`config.mk`:
```
export PLATFORM = sky130hd
export DESIGN_NAME = riscv_regfile_sb
export DESIGN_NICKNAME = d
export VERILOG_FILES = /design/src/rtl/riscv_regfile_sb.sv
export SDC_FILE = /design/constraint.sdc
export NUM_CORES = 2
export LEC_CHECK = 0
export BUFFER_PORTS_ARGS = -buffer_cell sky130_fd_sc_hd__buf_2
export CAP_MARGIN = 20
export CORE_ASPECT_RATIO = 1.5
export CORE_MARGIN = 1.5
export CORE_UTILIZATION = 45
export CTS_CLUSTER_DIAMETER = 100
export DETAILED_ROUTE_END_ITERATION = 7
export PLACE_DENSITY = 0.64
export SYNTH_ARGS = -nofsm -noshare
export SYNTH_HDL_FRONTEND = slang
export SYNTH_SLANG_ARGS = --single-unit
```
`constraint.sdc`:
```
create_clock -name clk -period 3.26 [get_ports clk]
set_input_delay 0.652 -clock clk [delete_from_list [all_inputs] [get_ports clk]]
set_output_delay 0.652 -clock clk [all_outputs]
set_load 0.01 [all_outputs]
```
`src/rtl/riscv_regfile_sb.sv`:
```
// Dual-write-port integer register file with per-register busy scoreboard.
// Latency: reads combinational; writes/issues take effect at the clock edge.
// Optional same-cycle forwarding of write data and busy-clear to both read ports.
module riscv_regfile_sb #(
  parameter int XLEN   = 32,
  parameter int NREGS  = 32,
  parameter int BYPASS = 1,
  localparam int AW    = $clog2(NREGS)
) (
  input  logic            clk,
  input  logic            rst_n,
  input  logic [AW-1:0]   a1,
  input  logic [AW-1:0]   a2,
  output logic [XLEN-1:0] rd1,
  output logic [XLEN-1:0] rd2,
  output logic            busy1,
  output logic            busy2,
  input  logic            we_a,
  input  logic [AW-1:0]   aa,
  input  logic [XLEN-1:0] wda,
  input  logic            we_b,
  input  logic [AW-1:0]   ab,
  input  logic [XLEN-1:0] wdb,
  input  logic            iss_v,
  input  logic [AW-1:0]   iss_rd
);

  logic [XLEN-1:0]  regs [NREGS];
  logic [NREGS-1:0] busy;

  // Register 0 is only ever touched by reset, so it stays zero and never busy.
  // Port B wins a same-address collision; an issue beats a same-edge busy-clear.
  always_ff @(posedge clk or negedge rst_n) begin
    if (!rst_n) begin
      for (int i = 0; i < NREGS; i++) begin
        regs[i] <= '0;
      end
      busy <= '0;
    end else begin
      for (int i = 1; i < NREGS; i++) begin
        if (we_b && (ab == AW'(i))) begin
          regs[i] <= wdb;
        end else if (we_a && (aa == AW'(i))) begin
          regs[i] <= wda;
        end

        if (iss_v && (iss_rd == AW'(i))) begin
          busy[i] <= 1'b1;
        end else if ((we_a && (aa == AW'(i))) || (we_b && (ab == AW'(i)))) begin
          busy[i] <= 1'b0;
        end
      end
    end
  end

  logic [AW-1:0]   raddr [2];
  logic [XLEN-1:0] rdata [2];
  logic            rbusy [2];
  logic            hit_a [2];
  logic            hit_b [2];
  logic            iss_hit [2];

  assign raddr[0] = a1;
  assign raddr[1] = a2;

  // Read muxing per port: x0 forced to zero, then forwarding (B over A), else the array.
  // A forwarded write clears busy unless an issue to the same register is pending,
  // in which case the registered bit is shown (issue-set is never forwarded).
  always_comb begin
    for (int p = 0; p < 2; p++) begin
      hit_a[p]   = (BYPASS != 0) && rst_n && we_a && (aa == raddr[p]);
      hit_b[p]   = (BYPASS != 0) && rst_n && we_b && (ab == raddr[p]);
      iss_hit[p] = iss_v && (iss_rd == raddr[p]);
      rdata[p]   = regs[raddr[p]];
      rbusy[p]   = busy[raddr[p]];
      if (raddr[p] == '0) begin
        rdata[p] = '0;
        rbusy[p] = 1'b0;
      end else if (hit_b[p] || hit_a[p]) begin
        rdata[p] = hit_b[p] ? wdb : wda;
        rbusy[p] = iss_hit[p] ? busy[raddr[p]] : 1'b0;
      end
    end
  end

  assign rd1   = rdata[0];
  assign rd2   = rdata[1];
  assign busy1 = rbusy[0];
  assign busy2 = rbusy[1];

endmodule
```
Word-level counts from Yosys, hierarchy flattened
Cells that the tools add are included.
{"block": "word_totals", "ff_bits": 1023, "mem_bits_ro": 0, "wordCells": 511, "mem_count": 0, "mem_bits_rw": 0, "inputBits": 94, "out_inout_bits": 66, "latch_bits": 0}
{"block": "classes", "n_shift": 0, "n_mul": 0, "n_eq_ne": 99, "reduce_logical": 198, "div_mod_pow": 0, "magnitude_cmp": 4, "n_addsub": 0, "n_mux": 146, "bitwise": 2}
{"operator": "$mux W32", "n": 72}
{"operator": "$bmux W32 S5", "n": 2}
{"operator": "$eq A5 B5 Y1 const B", "n": 48}
{"operator": "$reduce_bool A2 Y1", "n": 62}
{"operator": "$eq A5 B4 Y1 const B", "n": 24}
{"operator": "$logic_and A1 B1 Y1", "n": 101}
{"operator": "$mux W1", "n": 70}
{"operator": "$eq A5 B3 Y1 const B", "n": 12}
{"operator": "$logic_or A1 B1 Y1", "n": 33}
{"operator": "$eq A5 B2 Y1 const B", "n": 6}
{"operator": "$eq A5 B5 Y1", "n": 6}
{"operator": "$eq A5 B1 Y1 const B", "n": 3}
{"operator": "$ge A6 B6 Y1 const B", "n": 2}
{"operator": "$lt A5 B6 Y1 const B", "n": 2}
{"operator": "$not A5 Y6", "n": 2}
{"operator": "$bmux W1 S5", "n": 2}
{"operator": "$logic_not A5 Y1", "n": 2}

Logic depth before layout (Yosys ltp)
{"block": "depth", "word_depth": 6, "ltp_mapped": 9, "ltp_nobuf": 6}

Least setup slack after synthesis
OpenSTA, ideal clock, no wires.
{"block": "synth_path", "path_kind": "input-to-output", "start": "in a1[0]", "end": "out rd1[20]", "path_buffers": 4, "setup_slack_ns": 0.305, "arrival_time_ns": 2.303, "cell_stages": 7, "t_required_ns": 2.608, "path_cell_list": "buf_2 buf_6 buf_6 buf_2 mux4_2 a221oi_1 a31oi_1"}
{"block": "synth_via", "elab_chain_len": 6, "elab_cells_between_ends": 13, "cone_classes": "2 x eq/ne; 6 x mux; 1 x bitwise; 4 x reduce/logical"}
{"element": "start, declared", "line_no": "12", "rtl": "input logic [AW-1:0] a1,"}
{"element": "$not A5 Y6 (implied by the code)", "line_no": "74", "rtl": "rdata[p] = regs[raddr[p]];"}
{"element": "$bmux W32 S5", "line_no": "74"}
{"element": "$mux W32 (implied by the code) (2 in a row)", "line_no": "74"}
{"element": "$mux W32", "line_no": "79", "rtl": "end else if (hit_b[p] || hit_a[p]) begin"}
{"element": "$mux W32 (*)", "line_no": "76", "rtl": "if (raddr[p] == '0) begin"}
{"element": "end, declared", "line_no": "14", "rtl": "output logic [XLEN-1:0] rd1,"}
Every way passes the cells marked *; elsewhere a longest branch is shown, timed or not. The select of a mux whose other input is x is not followed.

Worst setup path in the final report
{"block": "layout_path", "start": "in a2[3]", "end": "out rd2[26]"}
{"block": "layout_via", "elab_chain_len": 6, "elab_cells_between_ends": 13, "cone_classes": "2 x eq/ne; 6 x mux; 1 x bitwise; 4 x reduce/logical"}
{"element": "start, declared", "line_no": "13", "rtl": "input logic [AW-1:0] a2,"}
{"element": "$not A5 Y6 (implied by the code)", "line_no": "74"}
{"element": "$bmux W32 S5", "line_no": "74"}
{"element": "$mux W32 (implied by the code) (2 in a row)", "line_no": "74"}
{"element": "$mux W32", "line_no": "79"}
{"element": "$mux W32 (*)", "line_no": "76"}
{"element": "end, declared", "line_no": "15", "rtl": "output logic [XLEN-1:0] rd2,"}
Marks and branches as above.

==> flow_summary.toml <==
[outcome]
status = "finished, violations left"
violations = "negative setup slack"

[floorplan]
initial_core_util = 0.4526
core_sq_um = 144400
pin_count = 160
dieArea_sq_um = 147600
rows = 171
die_y_um = 469.8
dieWidth_um = 314.2

[route]
drt_iter0_markers = 7680
drt_pre_antenna_iters = 6
routed_wl_um = 275800
vias = 58350
drc = 0
wl_per_cell_um = 31.61
viasPerCell = 6.687
ant_nets = 0

[place]
place_area_sq_um = 71870
place_ws_ps = -744.3
place.gp.congestion = 1.020
hpwlAfterDp_um = 174800
portBuffers = 159

[synthesis]
yosysWarnings = 33
yosysTopAreaCell = "dfrtp_1"
synth_edf_count = 0
synth_cells = 6570
ys_ff_latch = 1023
syn_nets = 6664
synthTopCellsByArea = "dfrtp_1 39%, mux2i_1 19%, mux4_2 12%"
synth_seq_area_share = 0.3917
ys_types = 51
synth_top_cell_area_share = 0.3917
synth.avg_cell_area_sq_um = 9.948
synthFlopType = "dfrtp_1"
synthArstFlopShare = 1.000
synthesis.area_sq_um = 65360

[hold_path]
hp-class = "input pin to async pin"

[clock_tree]
cts_buffer_depth = 3
cts.sinks = 1023
cts_buffers = 111
insertion_delay_ps = 750
cts.clk_slew.worst_paths_ps = 60
cts_tree = "built"
root_buffer = "clkbuf_16"
cts_htree_levels = 3

[sta]
rsz0062_at_grt = "yes"
maxSlewHeadroom = 0.2533
post-route-period-util = 1.055
hold_ws_ps = 107.4
slew_viol_final = 0
hold_viol = 0
max_freq_mhz = 290.7
fin_tns_setup_ps = -3691
setup_viol = 61
fin_skew_ps = 0
post-route-min-period_ps = 3440
setup_slack_ps = -179.5
tightestPinTransition_ps = 1120

[finish]
syn_to_final_growth_pct = 22.33
final_cell_area_sq_um = 79960
drive_above_1_share = 0.2719
nets = 6817

[grt]
antenna_found_initial = 19
grt_pass1_wl_um = 394000
met3_usage = 0.1021
grt_max_degree = 171
globalRoute.busiestLayer = "met2"
use_met1 = 0.4355
track_usage = 0.3623
first_global_vias = 56920
use_met2 = 0.5540
grt-ovfl-total = 0

[critical_path]
cp-end-kind = "output port"
path_class = "input pin to output port"
required_ps = 2610
crit_path_start_kind = "input pin"
worstPathArrival_ps = 2790
path_max_fanout = 12
r2r_slack_ps = 2260

[power_and_ir_drop]
total_power_w = 0.04549
power.density_nw_per_um2 = 569.0
p_leak_nw = 34.61
ir_worst_vdd_v = 0.0005058

[job]
maxCapViolCount = 0
layout make-up:
class / instances / area (sq um)
Sequential cell: 1023 / 25600
Antenna cell: 11 / 27.53
Fill cell: 12190 / 64460
Inverter: 4 / 16.27
Clock inverter: 35 / 311.5
Multi-Input combinational cell: 4705 / 38890
Timing Repair Buffer: 878 / 9343
Tap cell: 1903 / 2381
Clock buffer: 167 / 3388
placed cells by master (no fill, tap or decap), types with 24 or more instances in the layout:
cell type / instances
a221oi_1: 74
a31oi_4: 30
nand3_1: 62
clkinv_2: 24
o221ai_2: 35
a22oi_1: 62
a221oi_2: 63
a211oi_1: 31
o21ai_0: 242
buf_6: 67
nor2b_1: 70
nor3_2: 29
buf_2: 122
a21oi_1: 803
dfrtp_1: 1023
mux2_2: 64
buf_4: 470
a22o_1: 31
nor2_1: 825
buf_8: 24
clkbuf_8: 40
mux2i_1: 1216
clkbuf_16: 122
buf_12: 157
nor3_1: 36
nand2_1: 333
mux4_2: 340
Yosys cell counts, drive strengths merged, types with 2 or more instances:
master,count
o21ai,272
o2bb2ai,3
xnor2,6
nand2b,9
mux2i,1216
a211oi,32
clkinv,2
clkbuf,490
nor3,70
nand4,7
nor2b,86
buf,350
a22o,31
nand3b,3
mux2,66
or2,31
a221oi,155
nor4,9
a32o,14
inv,2
nor2,857
o221ai,64
xor2,24
nand3,81
mux4,340
nor3b,3
a21oi,806
nand2,360
a22oi,63
dfrtp,1023
and3,11
a31oi,62
and2,12
through the flow:
step,utilization,cells
final,0.5536,8726
after CTS,0.5366,8643
after global placement,0.4976,8400
after floorplan,-,6570
after global routing,0.5535,8717
after detailed placement,0.4976,8400
cells by family (layout without fill, tap and decap cells):
group / Yosys count / in the layout / synth area share
AO/OA/AOI/OAI: 1508 / 1508 / 0.1363
XOR/XNOR: 30 / 30 / 0.004020
buffers and inverters: 844 / 1084 / 0.05458
flip-flops: 1023 / 1023 / 0.3917
multiplexers: 1622 / 1622 / 0.3147
other: 0 / 11 / 0
AND/OR/NAND/NOR: 1543 / 1545 / 0.09874
final timing paths:
check                                 startpoint                    end  cells after the start
max in group asynchronous                  rst_n  regs[807]$_DFFE_PN0P_                      3
min                                        rst_n   regs[33]$_DFFE_PN0P_                      2
min in group clk                         wdb[15]  regs[463]$_DFFE_PN0P_                      3
min reg2reg                  busy[5]$_DFFE_PN0P_    busy[5]$_DFFE_PN0P_                      1
max                                        a2[3]                rd2[26]                      9
max reg2reg                regs[871]$_DFFE_PN0P_  regs[871]$_DFFE_PN0P_                      4
sequential cells by signal, summed over array words and instances, names as in the netlist:
name / count
busy: 31
regs: 992
per-layer routing:
metal  part of all wire  vias to the layer above  routed length [um]
met1               0.35                    28920               96960
met3               0.11                     1175               31290
met2               0.45                     3984              124400
met4              0.084                       20               23060
li1                   -                    24250                   -
met5            0.00046                        -                 128
repair_timing:
action	in CTS	in global routing
cloned	12	11
hold buffers	1	0
endpoints found under the setup margin	66	66
buffers inserted	41	78
gates resized for setup	279	293
pin swaps	51	99
hold endpoints to repair	20	0
critical path, cell delays in order:
cell and delay, ps:
buf_2 260, buf_8 240, nor2b_4 230, buf_12 190, buf_4 240, a221oi_1 100
or2_2 370, a31oi_1 270, buf_2 200
power by group:
part           total (W)  internal [W]  switching [W]  leakage, nW
Clock             0.0131       0.00745        0.00569         1.84
Sequential        0.0191        0.0161        0.00294         12.3
Combinational     0.0133       0.00690        0.00636         20.5
Total             0.0455        0.0305         0.0150         34.6
(Power assumes the default switching activity.)
